### src/rtl/uart_tx_serial.sv
// UART transmit serializer: start, 8 data bits LSB first, optional parity, 1-2 stop bits, frames back-to-back.
// Latency: the line goes low one cycle after the handshake; o_tx_ready drops while the one-entry buffer holds a byte.
module uart_tx_serial #(
  parameter int Clock_rate = 100000000,
  parameter int Baud_rate  = 9600,
  parameter int Parity_en  = 0,
  parameter int Parity_odd = 0,
  parameter int Stop_bits  = 1
) (
  input  logic       i_Clk,
  input  logic       i_Rst_n,
  input  logic [7:0] i_tx_data,
  input  logic       i_tx_valid,
  output logic       o_tx_ready,
  output logic       o_TX_serial,
  output logic       o_TX_active,
  output logic       o_TX_done
);

  localparam int CLKS_PER_BIT = Clock_rate / Baud_rate;
  localparam int CNT_W        = $clog2(CLKS_PER_BIT);
  localparam logic [CNT_W-1:0] CNT_MAX = CNT_W'(CLKS_PER_BIT - 1);
  localparam logic STOP_LAST = (Stop_bits == 2);
  localparam logic PAR_EN    = (Parity_en != 0);
  localparam logic PAR_ODD   = (Parity_odd != 0);

  typedef enum logic [2:0] {IDLE, START, DATA, PARITY, STOP} state_t;

  state_t           state_q, state_d;
  logic [CNT_W-1:0] cnt_q, cnt_d;
  logic [2:0]       bit_idx_q, bit_idx_d;
  logic             stop_idx_q, stop_idx_d;
  logic [7:0]       shift_q, shift_d;
  logic             par_q, par_d;
  logic [7:0]       buf_q, buf_d;
  logic             buf_full_q, buf_full_d;
  logic             rdy_q, rdy_d;
  logic             serial_q, serial_d;

  logic bit_end;
  logic last_stop;
  logic accept;
  logic load;

  always_comb begin
    state_d    = state_q;
    cnt_d      = cnt_q;
    bit_idx_d  = bit_idx_q;
    stop_idx_d = stop_idx_q;
    shift_d    = shift_q;
    par_d      = par_q;
    buf_d      = buf_q;
    buf_full_d = buf_full_q;

    bit_end   = (cnt_q == CNT_MAX);
    last_stop = (state_q == STOP) && bit_end && (stop_idx_q == STOP_LAST);
    accept    = i_tx_valid && rdy_q;
    load      = buf_full_q && ((state_q == IDLE) || last_stop);

    if (state_q != IDLE) begin
      cnt_d = bit_end ? '0 : cnt_q + CNT_W'(1);
    end

    case (state_q)
      START: begin
        if (bit_end) begin
          state_d   = DATA;
          bit_idx_d = 3'd0;
        end
      end
      DATA: begin
        if (bit_end) begin
          shift_d   = {1'b0, shift_q[7:1]};
          bit_idx_d = bit_idx_q + 3'd1;
          if (bit_idx_q == 3'd7) begin
            state_d    = PAR_EN ? PARITY : STOP;
            stop_idx_d = 1'b0;
          end
        end
      end
      PARITY: begin
        if (bit_end) begin
          state_d    = STOP;
          stop_idx_d = 1'b0;
        end
      end
      STOP: begin
        if (bit_end) begin
          if (stop_idx_q == STOP_LAST) begin
            state_d = IDLE;
          end else begin
            stop_idx_d = 1'b1;
          end
        end
      end
      default: ;
    endcase

    // Loading from the buffer overrides the IDLE fallback at the end of STOP, giving gapless frames.
    if (load) begin
      state_d = START;
      cnt_d   = '0;
      shift_d = buf_q;
      par_d   = (^buf_q) ^ PAR_ODD;
    end

    // A same-cycle load and accept leaves the buffer full with the new byte.
    if (accept) begin
      buf_d      = i_tx_data;
      buf_full_d = 1'b1;
    end else if (load) begin
      buf_full_d = 1'b0;
    end

    rdy_d = !buf_full_d;

    case (state_d)
      START:   serial_d = 1'b0;
      DATA:    serial_d = shift_d[0];
      PARITY:  serial_d = par_d;
      default: serial_d = 1'b1;
    endcase
  end

  always_ff @(posedge i_Clk or negedge i_Rst_n) begin
    if (!i_Rst_n) begin
      state_q    <= IDLE;
      cnt_q      <= '0;
      bit_idx_q  <= 3'd0;
      stop_idx_q <= 1'b0;
      shift_q    <= 8'h00;
      par_q      <= 1'b0;
      buf_q      <= 8'h00;
      buf_full_q <= 1'b0;
      rdy_q      <= 1'b1;
      serial_q   <= 1'b1;
    end else begin
      state_q    <= state_d;
      cnt_q      <= cnt_d;
      bit_idx_q  <= bit_idx_d;
      stop_idx_q <= stop_idx_d;
      shift_q    <= shift_d;
      par_q      <= par_d;
      buf_q      <= buf_d;
      buf_full_q <= buf_full_d;
      rdy_q      <= rdy_d;
      serial_q   <= serial_d;
    end
  end

  assign o_tx_ready  = rdy_q;
  assign o_TX_serial = serial_q;
  assign o_TX_active = (state_q != IDLE);
  assign o_TX_done   = last_stop;

endmodule

### config.mk
export PLATFORM = sky130hd
export DESIGN_NAME = uart_tx_serial
export DESIGN_NICKNAME = d
export VERILOG_FILES = /design/src/rtl/uart_tx_serial.sv
export SDC_FILE = /design/constraint.sdc
export NUM_CORES = 1
export LEC_CHECK = 0
export BUFFER_PORTS_ARGS = -buffer_cell sky130_fd_sc_hd__buf_2
export CORE_UTILIZATION = 52
export DETAILED_ROUTE_END_ITERATION = 10
export PLACE_DENSITY = 0.77
export SYNTH_ARGS = -nofsm -noshare
export SYNTH_HDL_FRONTEND = slang
export SYNTH_SLANG_ARGS = --single-unit
### constraint.sdc
create_clock -name i_Clk -period 1.9 [get_ports i_Clk]
set_clock_uncertainty 0.15 [all_clocks]
set_input_delay 0.38 -clock i_Clk [delete_from_list [all_inputs] [get_ports i_Clk]]
set_output_delay 0.38 -clock i_Clk [all_outputs]
set_load 0.02 [all_outputs]
==> results_dict.tcl, run 1 <==
set metrics [dict create \
    status "finished, violations left" \
    violations "negative setup slack" \
    antenna-diode-count 0 \
    synth_seq_cells 40 \
    layout_min_cycle_time_ns 2.163 \
    insertion_delay_ns 0.29 \
    criticalPathCategory "reg2out" \
    ff2ff_setup_slack_ns -0.24 \
    use_met2 0.4684 \
    cp-end-kind "primary output" \
    async_flop_share 1.000 \
    hold_class "in2reg" \
    grt.busiest_layer "met2" \
    ys_seq_area_frac 0.4945 \
    drt-pass1-iter-count 4 \
    fin_util 0.7948 \
    post-route-drc-count 0 \
    worst_pin_slew_ns 0.6674 \
    fillers 208 \
    cts_inserted_buffers 5 \
    worstPathRequired_ns 1.37 \
    drive_gt1_frac 0.4981 \
    yosysUniqueCellTypes 41 \
    vias 1867 \
    via_per_inst 6.081 \
    yosys_most_used_dff "dfrtp_1" \
    grt_pass1_wl_mm 8.528 \
    rr_startpoint "cnt_q[12]" \
    ant_nets 0 \
    initial_core_util 0.5502 \
    worst_setup_path_start_kind "flip-flop" \
    worst_slack_ns -0.2633 \
    die_w_um 64.47 \
    timing.rr.end "o_TX_serial" \
    cp_max_fo 2 \
    ioPinCount 15 \
    arrival_ns 1.63 \
    nets 272 \
    place_hpwl_mm 3.209 \
    cts_root_buffer "clkbuf_8" \
    syn_to_final_growth_pct 44.45 \
    wl_mm 6.445 \
    drt_iter0_markers 155 \
    synth_fp_nets 206 \
    wire_per_inst_um 20.99 \
    cts_max_path_buffers 2 \
    grt_use_met3 0.04930 \
    fmax_ghz 0.4623 \
    syn_inst 192 \
    synth_enable_flop_cells 0 \
    crit_start "cnt_q[1]" \
    register_area_um2 1007 \
    io_buffers 14 \
    multiInputGateArea_um2 1230 \
    antenna_found_initial 0 \
    avgSynthCellArea_um2 10.57 \
    grtUsageTotal 0.2756 \
    die_h_um 64.47 \
    p_leak_nw 1.393 \
    path_clk_slew_ns 0.08 \
    maxSlewHeadroom 0.5551 \
    crit_path_end "o_TX_done" \
    reg2regPathDepth 8 \
    power.density_nw_per_um2 654.4 \
    final_hold_viol_count 0 \
    htree_num_levels 2 \
    yosys_warnings 0 \
    min_delay_path_depth 2 \
    peakVddDrop_mv 0.7538 \
    setup_tns_ns -4.139 \
    grt-ovfl-total 0 \
    cts_tree "done" \
    dp.cells 275 \
    place_congestion 0.8447 \
    drv_cap 0 \
    synth_area_um2 2029 \
    fin_crit_sh 1.139 \
    grt_pass1_vias 1826 \
    grt_util_met1 0.3279 \
    drv_slew 0 \
    clock-sinks 40 \
    grt_max_degree 31 \
    power_mw 1.918 \
    core_area_um2 3689 \
    stdcell_count 307 \
    setup_viol 26 \
    rows 22 \
    die_area_um2 4156 \
    rsz0062_at_grt "yes" \
]
## Yosys cell counts (2+ instances only)
| library cell | instances | area, um^2 |
|---|---|---|
| nand3_1 | 6 | 30.03 |
| a21oi_1 | 5 | 25.02 |
| a21o_1 | 8 | 60.06 |
| dfrtp_1 | 38 | 950.9 |
| mux2i_1 | 3 | 30.03 |
| nor2b_1 | 3 | 18.77 |
| o22ai_1 | 2 | 12.51 |
| xnor2_1 | 9 | 78.83 |
| o31ai_1 | 2 | 15.01 |
| and4b_1 | 2 | 20.02 |
| o21ai_0 | 5 | 25.02 |
| a31oi_1 | 2 | 12.51 |
| dfstp_2 | 2 | 52.55 |
| inv_1 | 3 | 11.26 |
| ha_1 | 3 | 37.54 |
| xor2_1 | 9 | 78.83 |
| clkbuf_1 | 4 | 15.01 |
| and2_1 | 3 | 18.77 |
| nand2_1 | 19 | 71.32 |
| nand4_1 | 2 | 12.51 |
| mux2_2 | 8 | 90.09 |
| o2bb2ai_1 | 4 | 35.03 |
| a22o_1 | 6 | 52.55 |
| nand2b_1 | 3 | 18.77 |
| nor2_1 | 22 | 82.58 |
| and3_1 | 3 | 18.77 |
| buf_2 | 2 | 10.01 |
## power breakdown
group / leakage (nW) / switching (mW) / internal, mW / total [mW]
combinational: 0.838 / 0.145 / 0.178 / 0.323
clock: 0.0434 / 0.297 / 0.294 / 0.591
sequential: 0.511 / 0.0865 / 0.918 / 1.00
## registers in the layout, indices dropped and copies added, names as in the netlist
name	count
bit_idx_q	3
buf_full_q	1
buf_q	8
cnt_q	14
o_TX_serial	1
o_tx_ready	1
par_q	1
shift_q	8
state_q	3
## metrics by stage
step | cell area, um^2 | setup WS, ns | hold slack [ns]
global route | 2932 | -0.3176 | 0.1780
finish | 2932 | -0.2633 | 0.1700
CTS | 2690 | -0.2183 | 0.1690
global placement | 2365 | -0.02739 | 0.2790
floorplan | 2068 | -0.01829 | -0.06559
detailed placement | 2365 | -0.07317 | 0.2861
## worst min-delay path by stage
stage / startpoint / to / slack (ns)
detailed placement: i_Rst_n / bit_idx_q[1] / 0.29
global route: i_tx_data[6] / buf_q[6] / 0.18
global placement: i_Rst_n / bit_idx_q[0] / 0.28
finish: i_tx_data[2] / buf_q[2] / 0.17
CTS: i_tx_data[2] / buf_q[2] / 0.17
floorplan: i_Rst_n / bit_idx_q[0] / -0.07
## what timing repair did
| item | in CTS | in global routing |
|---|---|---|
| gates cloned | 0 | 1 |
| hold buffers | 1 | 0 |
| buffers inserted | 19 | 7 |
| setup endpoints to repair | 13 | 30 |
| gates resized for setup | 24 | 51 |
| endpoints found under the hold margin | 26 | 0 |
| pin swaps | 9 | 25 |
## cells in the final DEF, fill, tap and decap left out, types with 3 or more instances in the layout
| cell type | instances |
|---|---|
| a21o_1 | 8 |
| xnor2_1 | 9 |
| a21oi_1 | 3 |
| mux2_2 | 8 |
| buf_6 | 10 |
| dfrtp_2 | 3 |
| nand2_4 | 3 |
| buf_4 | 41 |
| nor4_4 | 3 |
| o21ai_0 | 3 |
| xor2_1 | 8 |
| nand3_1 | 5 |
| nor2_4 | 10 |
| nand2b_1 | 3 |
| nor2_1 | 7 |
| and2_1 | 3 |
| buf_2 | 12 |
| clkbuf_8 | 6 |
| a22o_1 | 6 |
| inv_1 | 3 |
| dfrtp_1 | 35 |
| nand2_2 | 3 |
| o2bb2ai_1 | 3 |
| nor2_2 | 5 |
| nand2_1 | 14 |
## per-layer routing
metal	vias up	part of all wire
met4	0	0.051
met2	110	0.52
met3	32	0.062
met1	916	0.36
li1	809	-
met5	-	0
## cell families after synthesis
group,after synthesis,share of synthesized area
xor gates and xnor gates,18,0.07769
AOI/OAI and AO/OA,35,0.1221
muxes,11,0.05919
and+or+nand+nor,75,0.2065
buffers and inverters,10,0.02158
DFF,40,0.4945
adders and majority gates,3,0.01850
## cell type report
type                       instances  area share
multi-input combinational        142      0.4195
inverter                           3    0.003841
clock inverter                     2    0.005122
tap                               48     0.02049
timing repair buffer              66      0.1793
sequential                        40      0.3436
clock buffer                       6     0.02817
## worst max-delay path, cell delays in order, from the launching register on
cell and delay (ns):
dfrtp_1 0.41, ha_4 0.16, nor2b_4 0.19, buf_12 0.12, nand4_4 0.13, nor4_4 0.16, buf_4 0.18
(Power assumes the default switching activity.)
==> run 2: changes to the inputs <==
--- a/config.mk
+++ b/config.mk
@@ -8,7 +8,7 @@
 export BUFFER_PORTS_ARGS = -buffer_cell sky130_fd_sc_hd__buf_2
 export CORE_UTILIZATION = 52
 export DETAILED_ROUTE_END_ITERATION = 10
-export PLACE_DENSITY = 0.77
+export PLACE_DENSITY = 0.7
 export SYNTH_ARGS = -nofsm -noshare
 export SYNTH_HDL_FRONTEND = slang
 export SYNTH_SLANG_ARGS = --single-unit
==> run 2 against run 1 <==
  * The run still ends with negative setup slack left
  * Final area down 6.8%
  * Global-route usage shrank 1.2 points
  * Total power increased by 5.4%
  * Count of clock-buffer cells in the layout unchanged
  * Combinational power shrank 6.8%
  * Critical path depth down 1
  * Sequential share of layout area rose by 2.4 points
  * Critical path type unchanged
==> results_dict.tcl, run 2 (synthesized netlist as in run 1, its figures left out) <==
set metrics [dict create \
    worst_setup_path_start_kind "flip-flop" \
    min-delay-start "i_tx_data[0]" \
    worstPathRequired_ns 1.37 \
    p_leak_nw 1.346 \
    criticalPathCategory "reg2out" \
    hold_class "in2reg" \
    drv_cap 0 \
    reg2regPathDepth 7 \
    path_buf_inv 2 \
    worst_slack_ns -0.2284 \
    drt-pass1-iter-count 5 \
    grt_pass1_wl_mm 8.280 \
    final_hold_viol_count 0 \
    setup_tns_ns -0.6421 \
    die_w_um 64.47 \
    drt_iter0_markers 102 \
    cpLargestDelayFamily "simple AND/OR/NAND/NOR gates" \
    nets 264 \
    arrival_ns 1.60 \
    crit_path_top_delay_cell "dfrtp_1" \
    top_register "cnt_q" \
    status "finished, violations left" \
    cts_tree "done" \
    mostFrequentLayoutCells "38 x buf_4, 37 x dfrtp_1, 19 x nor2_1, 18 x nand2_1, 13 x buf_2" \
    insertion_delay_ns 0.29 \
    grt_max_degree 28 \
    ioPinCount 15 \
    setup_viol 11 \
    dp.cells 274 \
    syn_to_final_growth_pct 34.59 \
    clock-sinks 40 \
    grt-ovfl-total 0 \
    drive_gt1_frac 0.3865 \
    layout_min_cycle_time_ns 2.128 \
    crit_chain "and4b_2 -> nand4_4 -> buf_6 -> nor4_4 -> buf_4" \
    wl_mm 5.247 \
    core_area_um2 3689 \
    drv_slew 0 \
    antenna_found_initial 0 \
    die_area_um2 4156 \
    via_per_inst 5.789 \
    final_common_cell "buf_4" \
    violations "negative setup slack" \
    power.density_nw_per_um2 739.9 \
    io_buffers 14 \
    stdcell_count 299 \
    min_delay_path_depth 2 \
    cts_inserted_buffers 5 \
    min_to "buf_q[0]" \
    cts_max_path_buffers 2 \
    fin_crit_sh 1.120 \
    critical-path-max-stage-delay_ns 0.41 \
    cts_root_buffer "clkbuf_8" \
    vias 1731 \
    cp_max_fo 3 \
    rr_startpoint "cnt_q[10]" \
    fmax_ghz 0.4698 \
    path_clk_slew_ns 0.08 \
    post-route-drc-count 0 \
    grt_pass1_vias 1754 \
    ff2ff_setup_slack_ns -0.12 \
    maxSlewHeadroom 0.5806 \
    rsz0062_at_grt "yes" \
    place_congestion 0.8134 \
    wire_per_inst_um 17.55 \
    grtUsageTotal 0.2640 \
    timing.rr.end "o_TX_serial" \
    worst_pin_slew_ns 0.6290 \
    peakVddDrop_mv 0.6261 \
    top_regs "cnt_q (14), buf_q (8), shift_q (8)" \
    initial_core_util 0.5502 \
    antenna-diode-count 0 \
    cp-end-kind "primary output" \
    die_h_um 64.47 \
    largest_reg_flops 14 \
    place_hpwl_mm 3.278 \
    ant_nets 0 \
    rows 22 \
    htree_num_levels 2 \
]
run 2: cell count changes in the layout (fill, tap and decap cells not counted), moves of 3 or more:
cell and change:
buf_4 -3, nor2_2 -4, nor2_1 +12, buf_6 -4, nand2_1 +4, nor2_4 -8
run 2: how the worst max path moves through the flow:
stage | start | slack (ns) | end | depth (start not counted)
global route | cnt_q[6] | -0.31 | o_TX_done | 5
finish | cnt_q[8] | -0.23 | o_TX_done | 5
global placement | cnt_q[12] | 0.03 | o_TX_done | 5
detailed placement | cnt_q[12] | -0.02 | o_TX_done | 5
floorplan | cnt_q[0] | -0.02 | o_TX_serial | 7
CTS | cnt_q[9] | -0.22 | o_TX_done | 5
run 2: final cells by class:
type | count | area, um^2
Multi-Input combinational cell | 142 | 1106
Fill cell | 252 | 957.2
Sequential cell | 40 | 1005
Clock buffer | 6 | 82.58
Tap cell | 48 | 60.06
Clock inverter | 2 | 38.79
Timing Repair Buffer | 58 | 427.9
Inverter | 3 | 11.26
run 2: timing repair:
action                     CTS  global route
setup endpoints to repair   12            27
buffers inserted             9             6
pin swaps                    5            14
hold endpoints to repair    23             0
resized for setup           16            14
gates cloned                 0             1
hold buffers                 1             0
run 2: power breakdown:
part           internal [mW]  total [mW]  switching, mW  leakage [nW]
clock network          0.429       0.729          0.300        0.0614
registers              0.919       0.991         0.0720         0.514
logic                  0.178       0.301          0.123         0.771
run 2: layer usage:
layer  routed length (um)  vias to the layer above  GRT usage
met1                 2139                      869     0.3326
met5                    0                        -          0
met4                   68                        0     0.1000
li1                     -                      791          -
met2                 2788                       62     0.4447
met3                  250                        9    0.05634
run 2: through the flow:
step	util	area, um^2	hold slack [ns]	power [mW]	setup WS [ns]
after global routing	0.7405	2731	0.1661	2.104	-0.3085
after detailed placement	0.6391	2357	0.2774	1.300	-0.01784
after global placement	0.6391	2357	0.2626	1.288	0.03380
final	0.7405	2731	0.1693	2.021	-0.2284
after floorplan	-	2068	-0.06559	1.223	-0.01829
after CTS	0.7117	2625	0.1587	2.044	-0.2217
==> run 3: changes to the inputs <==
--- a/config.mk
+++ b/config.mk
@@ -7,6 +7,7 @@
 export LEC_CHECK = 0
 export BUFFER_PORTS_ARGS = -buffer_cell sky130_fd_sc_hd__buf_2
 export CORE_UTILIZATION = 52
+export CTS_BUF_LIST = sky130_fd_sc_hd__clkbuf_2
 export DETAILED_ROUTE_END_ITERATION = 10
 export PLACE_DENSITY = 0.7
 export SYNTH_ARGS = -nofsm -noshare
==> run 3 against run 2 <==
  * Critical path depth unchanged
  * Total power shrank 11%
  * Hold slack worse by 0.12 ns
  * Critical path type unchanged
  * Final area fell by 2.3%
  * Sequential share of layout area increased by 0.83 points
  * The run still ends with negative setup slack left
  * Via count decreased by 3.9%
  * Register-to-register slack worse by 0.02 ns
  * Global-route usage fell by 0.57 points
==> results_dict.tcl, run 3 (synthesized netlist as in run 1, its figures left out) <==
set metrics [dict create \
    cp_max_fo 3 \
    rsz0062_at_grt "yes" \
    dp.cells 274 \
    grt-ovfl-total 0 \
    insertion_delay_ns 0.42 \
    violations "negative setup slack" \
    wl_mm 4.889 \
    hold_class "in2reg" \
    layout_min_cycle_time_ns 2.264 \
    wl_met2_mm 2.540 \
    top_register "cnt_q" \
    worst_setup_path_start_kind "flip-flop" \
    ant_nets 0 \
    place_congestion 0.8134 \
    die_area_um2 4156 \
    clock-sinks 40 \
    wl_met1_mm 2.158 \
    initial_core_util 0.5502 \
    drive_gt1_frac 0.3821 \
    io_buffers 14 \
    rows 22 \
    routed.top_layer "met4" \
    finalInstanceArea_um2 2668 \
    fin_util 0.7232 \
    antenna_found_initial 0 \
    arrival_ns 1.73 \
    wire_per_inst_um 16.63 \
    path_clk_slew_ns 0.21 \
    ioPinCount 15 \
    whs_ns 0.04639 \
    nets 259 \
    grt_pass1_vias 1731 \
    drv_slew 0 \
    drt_iter0_markers 53 \
    antenna-diode-count 0 \
    routed-wl-met3_um 122 \
    power.density_nw_per_um2 676.4 \
    largest_reg_flops 14 \
    place_hpwl_mm 3.278 \
    grtUsageTotal 0.2583 \
    setup_viol 11 \
    peakVddDrop_mv 0.6420 \
    die_h_um 64.47 \
    drt-pass1-iter-count 4 \
    status "finished, violations left" \
    cts_tree "done" \
    vias 1664 \
    via_per_inst 5.660 \
    stdcell_count 294 \
    dpl_cell_area_um2 2357 \
    final_common_cell "dfrtp_1" \
    final_hold_viol_count 0 \
    fillers 263 \
    cts_inserted_buffers 5 \
    mostFrequentLayoutCells "38 x dfrtp_1, 35 x buf_4, 18 x nand2_1, 17 x nor2_1, 12 x buf_2" \
    drv_cap 0 \
    cts_root_buffer "clkbuf_2" \
    p_leak_nw 1.302 \
    worst_slack_ns -0.3637 \
    worstPathRequired_ns 1.37 \
    top_regs "cnt_q (14), buf_q (8), shift_q (8)" \
    htree_num_levels 2 \
    grt_max_degree 28 \
    die_w_um 64.47 \
    fmax_ghz 0.4418 \
    cp-end-kind "primary output" \
    fin_crit_sh 1.191 \
    grt_pass1_wl_mm 8.059 \
    maxSlewHeadroom 0.5928 \
    cts_max_path_buffers 2 \
    criticalPathCategory "reg2out" \
    syn_to_final_growth_pct 31.44 \
    worst_pin_slew_ns 0.6108 \
    post-route-drc-count 0 \
    core_area_um2 3689 \
]
==> run 3: final timing paths <==
path,depth (start not counted),endpoint,slack [ns],startpoint
max in group asynchronous,3,cnt_q[5],0.72,i_Rst_n
min reg2reg,1,shift_q[2],0.36,shift_q[2]
max reg2reg,8,o_TX_serial,-0.14,cnt_q[12]
min in group asynchronous,2,state_q[1],0.31,i_Rst_n
min,2,buf_q[0],0.05,i_tx_data[0]
max,5,o_TX_done,-0.36,cnt_q[8]
==> run 3: layout make-up <==
class	instances	area (um^2)	area share
tap	48	60.06	0.02251
timing repair buffer	53	389.1	0.1459
clock inverter	3	42.54	0.01595
clock buffer	5	25.02	0.009381
sequential	40	1003	0.3762
inverter	3	11.26	0.004221
multi-input combinational	142	1136	0.4259
==> run 3: timing repair <==
action                                 4_1_cts  5_1_grt
gates resized for setup                     20       13
pin swaps                                    6       10
setup endpoints to repair                   10       26
endpoints found under the hold margin       23        0
hold buffers                                 1        0
gates cloned                                 0        0
setup buffers                                9        2
==> run 3: through the flow <==
stage / TNS [ns] / power, mW / setup WS [ns]
final: -1.390 / 1.804 / -0.3637
after CTS: -0.6318 / 1.819 / -0.3728
after floorplan: -0.01882 / 1.223 / -0.01829
after global routing: -2.573 / 1.884 / -0.4602
after global placement: 0 / 1.288 / 0.03380
after detailed placement: -0.03055 / 1.300 / -0.01784
==> run 3: where the power goes <==
part / internal (mW) / total [mW] / switching, mW
clock network: 0.221 / 0.517 / 0.296
logic: 0.178 / 0.299 / 0.120
registers: 0.920 / 0.989 / 0.0695
==> run 3: routing by layer <==
metal  global-route usage  up-vias
met3              0.03873        9
met1               0.3232      842
met2               0.4539       24
li1                     -      789
met4              0.08889        0
met5                    0        -
==> run 3: critical path, cell delays in order, from the launching register on <==
cell and delay, ns:
dfrtp_1 0.44, and4b_2 0.34, nand4_4 0.11, buf_6 0.15, nor4_4 0.11, buf_4 0.17
